File: src/rtl/misr_response_compactor_if.sv
// Response-vector handshake between a netlist under test and the compactor.
//   resp_valid : response vector valid (master -> slave)
//   resp_data  : WIDTH-bit response vector (master -> slave)
//   resp_ready : compactor accepts a beat (slave -> master)
interface misr_response_compactor_if #(
   parameter int unsigned WIDTH = 23
);
   logic             resp_valid;
   logic [WIDTH-1:0] resp_data;
   logic             resp_ready;

   modport master (output resp_valid, output resp_data, input resp_ready);
   modport slave  (input resp_valid, input resp_data, output resp_ready);
endinterface

File: src/rtl/misr_response_compactor.sv
// MISR response compactor: folds one response vector per accepted beat into a
// multiple-input signature register, then compares against a golden value.
//   clk, rst        : rising-edge clock, asynchronous active-high reset
//   start, abort    : run request (IDLE/DONE only), cancel (CAPTURE/CHECK only)
//   num_patterns    : beats to compact, latched on accepted start
//   expected_sig    : golden signature, latched on accepted start
//   resp            : response handshake (slave side)
//   busy/done/pass  : run status; pass valid while done=1
//   signature/count : current MISR contents and beats accepted this run
module misr_response_compactor #(
   parameter int unsigned      WIDTH = 23,
   parameter int unsigned      CNT_W = 16,
   parameter logic [WIDTH-1:0] POLY  = WIDTH'(23'h000021),
   parameter logic [WIDTH-1:0] SEED  = WIDTH'(23'h000000)
) (
   input  logic                     clk,
   input  logic                     rst,
   input  logic                     start,
   input  logic                     abort,
   input  logic [CNT_W-1:0]         num_patterns,
   input  logic [WIDTH-1:0]         expected_sig,
   misr_response_compactor_if.slave resp,
   output logic                     busy,
   output logic                     done,
   output logic                     pass,
   output logic [WIDTH-1:0]         signature,
   output logic [CNT_W-1:0]         count
);

   typedef enum logic [1:0] {IDLE, CAPTURE, CHECK, DONE} state_t;

   state_t           state, state_d;
   logic [CNT_W-1:0] target;
   logic [WIDTH-1:0] exp_q;
   logic             ready_q;
   logic             beat_c;
   logic             start_acc_c;
   logic             last_beat_c;
   logic [WIDTH-1:0] sig_next_c;

   assign resp.resp_ready = ready_q;

   // ready_q is high exactly while in CAPTURE, so it qualifies the handshake
   assign beat_c      = resp.resp_valid & ready_q;
   assign start_acc_c = start & ((state == IDLE) | (state == DONE));
   assign last_beat_c = beat_c & (count == (target - CNT_W'(1)));
   assign sig_next_c  = {signature[WIDTH-2:0], 1'b0}
                        ^ (signature[WIDTH-1] ? POLY : WIDTH'(0))
                        ^ resp.resp_data;

   // State register
   always_ff @(posedge clk or posedge rst) begin
      if (rst) state <= IDLE;
      else     state <= state_d;
   end

   // Next-state logic; abort outranks the CAPTURE->CHECK transition
   always_comb begin
      state_d = state;
      case (state)
         IDLE, DONE: begin
            if (start) state_d = (num_patterns == CNT_W'(0)) ? CHECK : CAPTURE;
         end
         CAPTURE: begin
            if (abort)            state_d = IDLE;
            else if (last_beat_c) state_d = CHECK;
         end
         CHECK: begin
            state_d = abort ? IDLE : DONE;
         end
         default: state_d = IDLE;
      endcase
   end

   // Datapath and registered status outputs (decoded from the next state)
   always_ff @(posedge clk or posedge rst) begin
      if (rst) begin
         signature <= SEED;
         count     <= '0;
         target    <= '0;
         exp_q     <= '0;
         pass      <= 1'b0;
         done      <= 1'b0;
         busy      <= 1'b0;
         ready_q   <= 1'b0;
      end else begin
         ready_q <= (state_d == CAPTURE);
         busy    <= (state_d == CAPTURE) | (state_d == CHECK);
         done    <= (state_d == DONE);
         if (start_acc_c) begin
            target    <= num_patterns;
            exp_q     <= expected_sig;
            signature <= SEED;
            count     <= '0;
            pass      <= 1'b0;
         end else if (beat_c) begin
            signature <= sig_next_c;
            count     <= count + CNT_W'(1);
         end
         // pass already 0 since start, so an aborted CAPTURE leaves it cleared
         if (state == CHECK) pass <= ~abort & (signature == exp_q);
      end
   end

endmodule

File: src/flat_wrapper.sv
// flat-port wrapper written by rule: the top's interface ports become plain ports
module misr_response_compactor_flat 
#(
   parameter int unsigned      WIDTH = 23,
   parameter int unsigned      CNT_W = 16,
   parameter logic [WIDTH-1:0] POLY  = WIDTH'(23'h000021),
   parameter logic [WIDTH-1:0] SEED  = WIDTH'(23'h000000)
)
  (clk, rst, start, abort, num_patterns, expected_sig, busy, done, pass, signature, count, resp_resp_valid, resp_resp_data, resp_resp_ready);
  misr_response_compactor_if #(.WIDTH(WIDTH)) resp_i ();
  input  logic clk;
  input  logic rst;
  input  logic start;
  input  logic abort;
  input  logic [CNT_W-1:0] num_patterns;
  input  logic [WIDTH-1:0] expected_sig;
  output logic busy;
  output logic done;
  output logic pass;
  output logic [WIDTH-1:0] signature;
  output logic [CNT_W-1:0] count;
  input wire logic [$bits(resp_i.resp_valid)-1:0] resp_resp_valid;
  input wire logic [$bits(resp_i.resp_data)-1:0] resp_resp_data;
  output wire logic [$bits(resp_i.resp_ready)-1:0] resp_resp_ready;
  assign resp_i.resp_valid = resp_resp_valid;
  assign resp_i.resp_data = resp_resp_data;
  assign resp_resp_ready = resp_i.resp_ready;
  misr_response_compactor #(.WIDTH(WIDTH), .CNT_W(CNT_W), .POLY(POLY), .SEED(SEED)) u_core (.clk(clk), .rst(rst), .start(start), .abort(abort), .num_patterns(num_patterns), .expected_sig(expected_sig), .resp(resp_i), .busy(busy), .done(done), .pass(pass), .signature(signature), .count(count));
endmodule
File: config.mk
export PLATFORM = sky130hd
export DESIGN_NAME = misr_response_compactor_flat
export DESIGN_NICKNAME = d
export VERILOG_FILES = /design/src/rtl/misr_response_compactor_if.sv /design/src/rtl/misr_response_compactor.sv /design/src/flat_wrapper.sv
export SDC_FILE = /design/constraint.sdc
export NUM_CORES = 1
export LEC_CHECK = 0
export ABC_AREA = 1
export CORE_MARGIN = 2
export CORE_UTILIZATION = 45
export DETAILED_ROUTE_END_ITERATION = 10
export GPL_TIMING_DRIVEN = 0
export HOLD_SLACK_MARGIN = 0.08
export PLACE_DENSITY = 0.73
export SLEW_MARGIN = 20
export SYNTH_ARGS = -nofsm -noshare
export SYNTH_HDL_FRONTEND = slang
export SYNTH_SLANG_ARGS = --single-unit
File: constraint.sdc
create_clock -name clk -period 3.29 [get_ports clk]
set_clock_uncertainty 0.2 [all_clocks]
set_input_delay 0.329 -clock clk [delete_from_list [all_inputs] [get_ports clk]]
set_output_delay 0.329 -clock clk [all_outputs]
set_load 0.02 [all_outputs]
**After elaboration in Yosys (flattened, before gate mapping)**

Index checks and enable logic that the tools add are counted.

- Flip-flop bits (word level): 84
- Input bits: 67
- Logic and storage cells: 46

- Add/sub/neg operators: 2
- Eq/ne operators: 8
- Muxes and demuxes: 13
- Bitwise logic cells: 9
- Reductions and logical operators: 5

Operator list:

| cell | number |
|---|---|
| 23-bit 2-to-1 mux | 2 |
| 23-bit bitwise XOR | 2 |
| 16-bit 2-to-1 mux | 2 |
| 23-bit == test | 1 |
| 16-bit by 1-bit adder with 16-bit output, second input constant | 1 |
| 16-bit == test | 1 |
| 16-bit zero test | 1 |
| 16-bit by 1-bit subtractor with 16-bit output, second input constant | 1 |
| 2-bit 2-to-1 mux | 5 |
| 2-bit == test, second input constant | 4 |
| 6-bit 2-to-1 mux | 1 |
| 2-bit one-hot mux with 3 select lines | 1 |
| 1-bit AND | 4 |
| 2-bit by 1-bit == test with 1-bit output, second input constant | 2 |
| 2-bit nonzero test | 2 |
| 2-bit zero test | 1 |
| 1-bit 2-to-1 mux | 2 |
| 1-bit OR | 2 |
| 2-bit OR reduction | 1 |
| 1-bit NOT | 1 |

**Longest topological paths before layout**

- Depth in word-level cells: 8
- Gate-level depth with buffers: 18
- Depth with buffers taken out: 18

**Worst setup path before layout**

No wires, ideal clock.

- Kind: reg-to-reg
- Start point: register u_core.target[0]
- End point: register u_core.busy
- Setup time: 0.113 ns
- Arrival time: 1.871 ns
- Setup slack: 1.106 ns
- Cell stages (with the launch flop): 16
- Buffers on the path: 0
- Clock period less this slack: 2.184 ns
- Cell sequence: dfrtp_1 -> inv_1 -> ha_1 -> nand2_2 -> nor2_4 -> nand2_1 -> xor2_1 -> nand2_1 -> nor2_1 -> nand3_2 -> nand2_1 -> nand2_1 -> nand2_1 -> a21oi_1 -> ha_1 -> inv_1

- Longest elaborated chain between the ends: 8
- Elaborated cells on any way between the ends: 9

RTL lines:

| what | line | RTL |
|---|---|---|
| start: declaration | misr_response_compactor.sv:33 | `logic [CNT_W-1:0] target;` |
| start signal: assignment | misr_response_compactor.sv:91 | `target <= num_patterns;` |
| 16-bit by 1-bit subtractor with 16-bit output (*) | misr_response_compactor.sv:46 | `assign last_beat_c = beat_c & (count == (target - CNT_W'(1)));` |
| 16-bit == test (*) | misr_response_compactor.sv:46 |  |
| 1-bit AND (*) | misr_response_compactor.sv:46 |  |
| 2-bit 2-to-1 mux (*) | misr_response_compactor.sv:66 | `else if (last_beat_c) state_d = CHECK;` |
| 2-bit 2-to-1 mux (*) | misr_response_compactor.sv:65 | `if (abort) state_d = IDLE;` |
| 2-bit one-hot mux with 3 select lines (*) | misr_response_compactor.sv:60 | `case (state)` |
| 2-bit by 1-bit == test with 1-bit output / 2-bit == test (equally long branches) | misr_response_compactor.sv:88 | `busy <= (state_d == CAPTURE) \| (state_d == CHECK);` |
| 1-bit OR (*) | misr_response_compactor.sv:88 |  |
| end signal: assignment | misr_response_compactor.sv:88 |  |
| end: declaration | misr_response_compactor.sv:23 | `output logic busy,` |

Every way passes the cells marked *; elsewhere a longest branch is shown, timed or not.
A chain may end at the register's enable or synchronous reset.

**Final worst setup path**

Ends and elaborated chain as after synthesis.

==> results.py <==
metrics = {
    "route": {
        "num_vias": 4333,
        "via_per_inst": 5.068,
        "ant_nets": 0,
        "drt_iter0_drc": 271,
        "drc": 0,
        "first_pass_iters": 5,
        "wl_um": 12790,
        "post_drt_wl_per_cell_um": 14.96,
    },
    "die": {
        "ioPinCount": 110,
        "initial_core_util": 0.4559,
        "dieArea_um2": 11150,
        "die_h_um": 105.6,
        "die_w_um": 105.6,
        "core-area_um2": 10180,
        "rows": 37,
    },
    "clocking": {
        "holdBufCountCts": 0,
        "h-tree-depth": 3,
        "cts_root_buf": "clkbuf_8",
        "postCtsSetupBuffers": 0,
        "clk_pin_slew_ns": 0.09,
        "cts_buffers": 9,
        "cts_sinks": 84,
        "postCtsResizedCells": 0,
        "cts_tree": "done",
        "insertion_delay_ns": 0.36,
        "ctsLongestPathBuffers": 2,
    },
    "finish": {
        "final_core_util": 0.6022,
        "layout_commonest_cell": "nand2_1",
        "finalInstanceArea_um2": 6133,
        "final_cells": 855,
        "drive_above_1_share": 0.06398,
        "antenna-diode-count": 0,
        "area_growth_pct": 32.09,
        "layout_common_cells": "nand2_1, clkdlybuf4s50_1, dfrtp_1, inv_1",
        "layout.nets": 787,
    },
    "synthesis": {
        "syn_area_per_cell_um2": 7.830,
        "ys_seq_area_frac": 0.4527,
        "synth_area_leader_cell": "dfrtp_1",
        "synth_top_area_frac": 0.4527,
        "synth_seq_cells": 84,
        "synthTopCellsByArea": "dfrtp_1, nand2_1, inv_1, xnor2_1, o21ai_0",
        "synthCells": 593,
        "netlist_area_um2": 4643,
        "yosysUniqueCellTypes": 34,
        "yosys_warnings": 0,
        "syn_nets": 666,
    },
    "global_routing": {
        "antenna_found_initial": 0,
        "grt_pass1_wl_um": 20540,
        "grt_pass1_vias": 4276,
        "grt_usage": 0.2375,
        "grt_max_degree": 45,
        "grt_overflow": 0,
    },
    "placed_design": {
        "placed_area_um2": 5934,
        "placedCellCount": 839,
        "place_hpwl_um": 9948,
        "io_buffers": 109,
        "gp_congestion": 0.8441,
    },
    "flow_run": {
        "drv_cap": 0,
    },
    "sta": {
        "rsz0062_at_grt": "false",
        "min_period_over_period": 0.7404,
        "max_slew.worst_pin.slew_ns": 0.5680,
        "finalMaxSlewViolations": 0,
        "whs_ns": 0.1642,
        "fmax_mhz": 410.5,
        "finalHoldViolCount": 0,
        "max_slew_margin": 0.6214,
        "min_period_ns": 2.436,
        "setup_viol": 0,
    },
    "worst_setup_path": {
        "cp.depth": 17,
        "reg2reg_slack_ns": 0.85,
        "startpoint": "u_core.target[0]",
        "critPathMaxStageDelay_ns": 0.40,
        "r2r_end": "u_core.busy",
        "worst-setup-path-type": "reg2reg",
        "crit_end": "u_core.busy",
        "critPathMaxFanout": 5,
        "path_buf_inv": 2,
        "slowest_stage": "dfrtp_1",
        "critPathRequiredTime_ns": 3.36,
        "worstPathArrival_ns": 2.50,
        "reg2regPathDepth": 17,
        "start_kind": "flip-flop",
        "cp_top_family": "simple AND/OR/NAND/NOR gates",
        "crit_path_end_kind": "flip-flop",
        "r2r_start": "u_core.target[0]",
        "cp_common_cell": "nand2_1",
        "path_cells": "inv_1, ha_1, nand2_1, nand2_1, nand2_1, nand2_1, nand3_1, nor2_1, nand2_1, nor2_2, nand3_2, nand2_1, nand2_1, nand2_1, a21oi_1, ha_1, inv_1",
    },
    "power_and_ir_drop": {
        "leakage_nw": 2.831,
        "total_power_mw": 4.872,
        "irDropWorstVdd_mv": 0.3664,
        "powerDensity_nw_per_um2": 794.4,
    },
    "status": {
        "status": "completed",
    },
    "worst_hold_path": {
        "hp-class": "in2async",
    },
}
[state kept, by name, summed over array words and instances (netlist names)]
name	cells
u_core.busy	1
u_core.count	16
u_core.done	1
u_core.exp_q	23
u_core.pass	1
u_core.resp.resp_ready	1
u_core.signature	23
u_core.state	2
u_core.target	16
[cell families after synthesis]
group | count (synthesis) | share of synthesized area
AO/OA/AOI/OAI | 80 | 0.09701
buffers and inverters | 96 | 0.08003
XOR/XNOR | 45 | 0.08488
adder cells (fa/ha/maj) | 6 | 0.01617
flip-flops | 84 | 0.4527
AND/OR/NAND/NOR | 282 | 0.2692
[layout make-up]
| cell class | count | area [um^2] |
|---|---|---|
| sequential | 84 | 2102 |
| buffer | 18 | 78.83 |
| clock inverter | 6 | 71.32 |
| inverter | 78 | 295.3 |
| multi-input combinational | 413 | 2170 |
| timing repair buffer | 110 | 1119 |
| clock buffer | 10 | 127.6 |
| tap | 136 | 170.2 |
| fill | 915 | 4051 |
[metrics by stage]
stage / setup TNS (ns) / setup slack, ns
floorplan: 0 / 0.5959
detailed placement: 0 / 0.4787
CTS: 0 / 0.8398
finish: 0 / 0.8541
global placement: -61.64 / -0.7382
global route: 0 / 0.6893
[worst min-delay path by stage]
stage	start	end	slack, ns	depth (start not counted)
after global routing	rst	u_core.exp_q[19]	0.21	2
after floorplan	expected_sig[0]	u_core.exp_q[0]	0.24	2
after detailed placement	u_core.exp_q[6]	u_core.exp_q[6]	0.29	2
after global placement	u_core.exp_q[17]	u_core.exp_q[17]	0.29	2
final	rst	u_core.exp_q[19]	0.16	2
after CTS	rst	u_core.exp_q[19]	0.18	2
[cell usage after synthesis]
cell type  number
clkbuf_1       14
nand4_1         7
nand3_2         2
a221oi_1        2
a21oi_1        12
o22ai_1        19
o21ai_1         2
nor3_2          1
ha_1            6
o21ai_0        39
nor2_4          3
clkinv_1        1
buf_2           2
and2_1          1
nor3b_2         2
inv_1          77
a31oi_1         1
a211oi_1        1
o41ai_1         1
xor2_1         12
nand2_2         8
nor3_1          5
dfrtp_1        84
nand2_1       169
nor4_4          1
nor4_1          1
xnor2_1        33
nor2_1         39
o2111ai_1       3
nand3_1        34
clkbuf_2        1
nand3b_1        1
nor2_2          8
buf_6           1
[routing by layer]
metal | global-route usage | routed length, um
met3 | 0.05875 | 923
met5 | 0 | 0
met1 | 0.2867 | 5174
met2 | 0.4189 | 6435
met4 | 0.07143 | 259
[power breakdown]
part           total, mW  switching (mW)  internal (mW)
logic               2.31            1.39          0.929
clock network      0.766           0.407          0.360
registers           1.79           0.392           1.40
[worst reg2reg max path, stage by stage (launching register included)]
cell     delay [ns]
dfrtp_1        0.40
inv_1          0.11
ha_1           0.25
nand2_1        0.12
nand2_1        0.08
nand2_1        0.05
nand2_1        0.07
nand3_1        0.07
nor2_1         0.14
nand2_1        0.09
nor2_2         0.12
nand3_2        0.08
nand2_1        0.07
nand2_1        0.05
nand2_1        0.08
a21oi_1        0.08
ha_1           0.27
inv_1          0.03
Note: power is estimated with default switching activity, not from simulation.
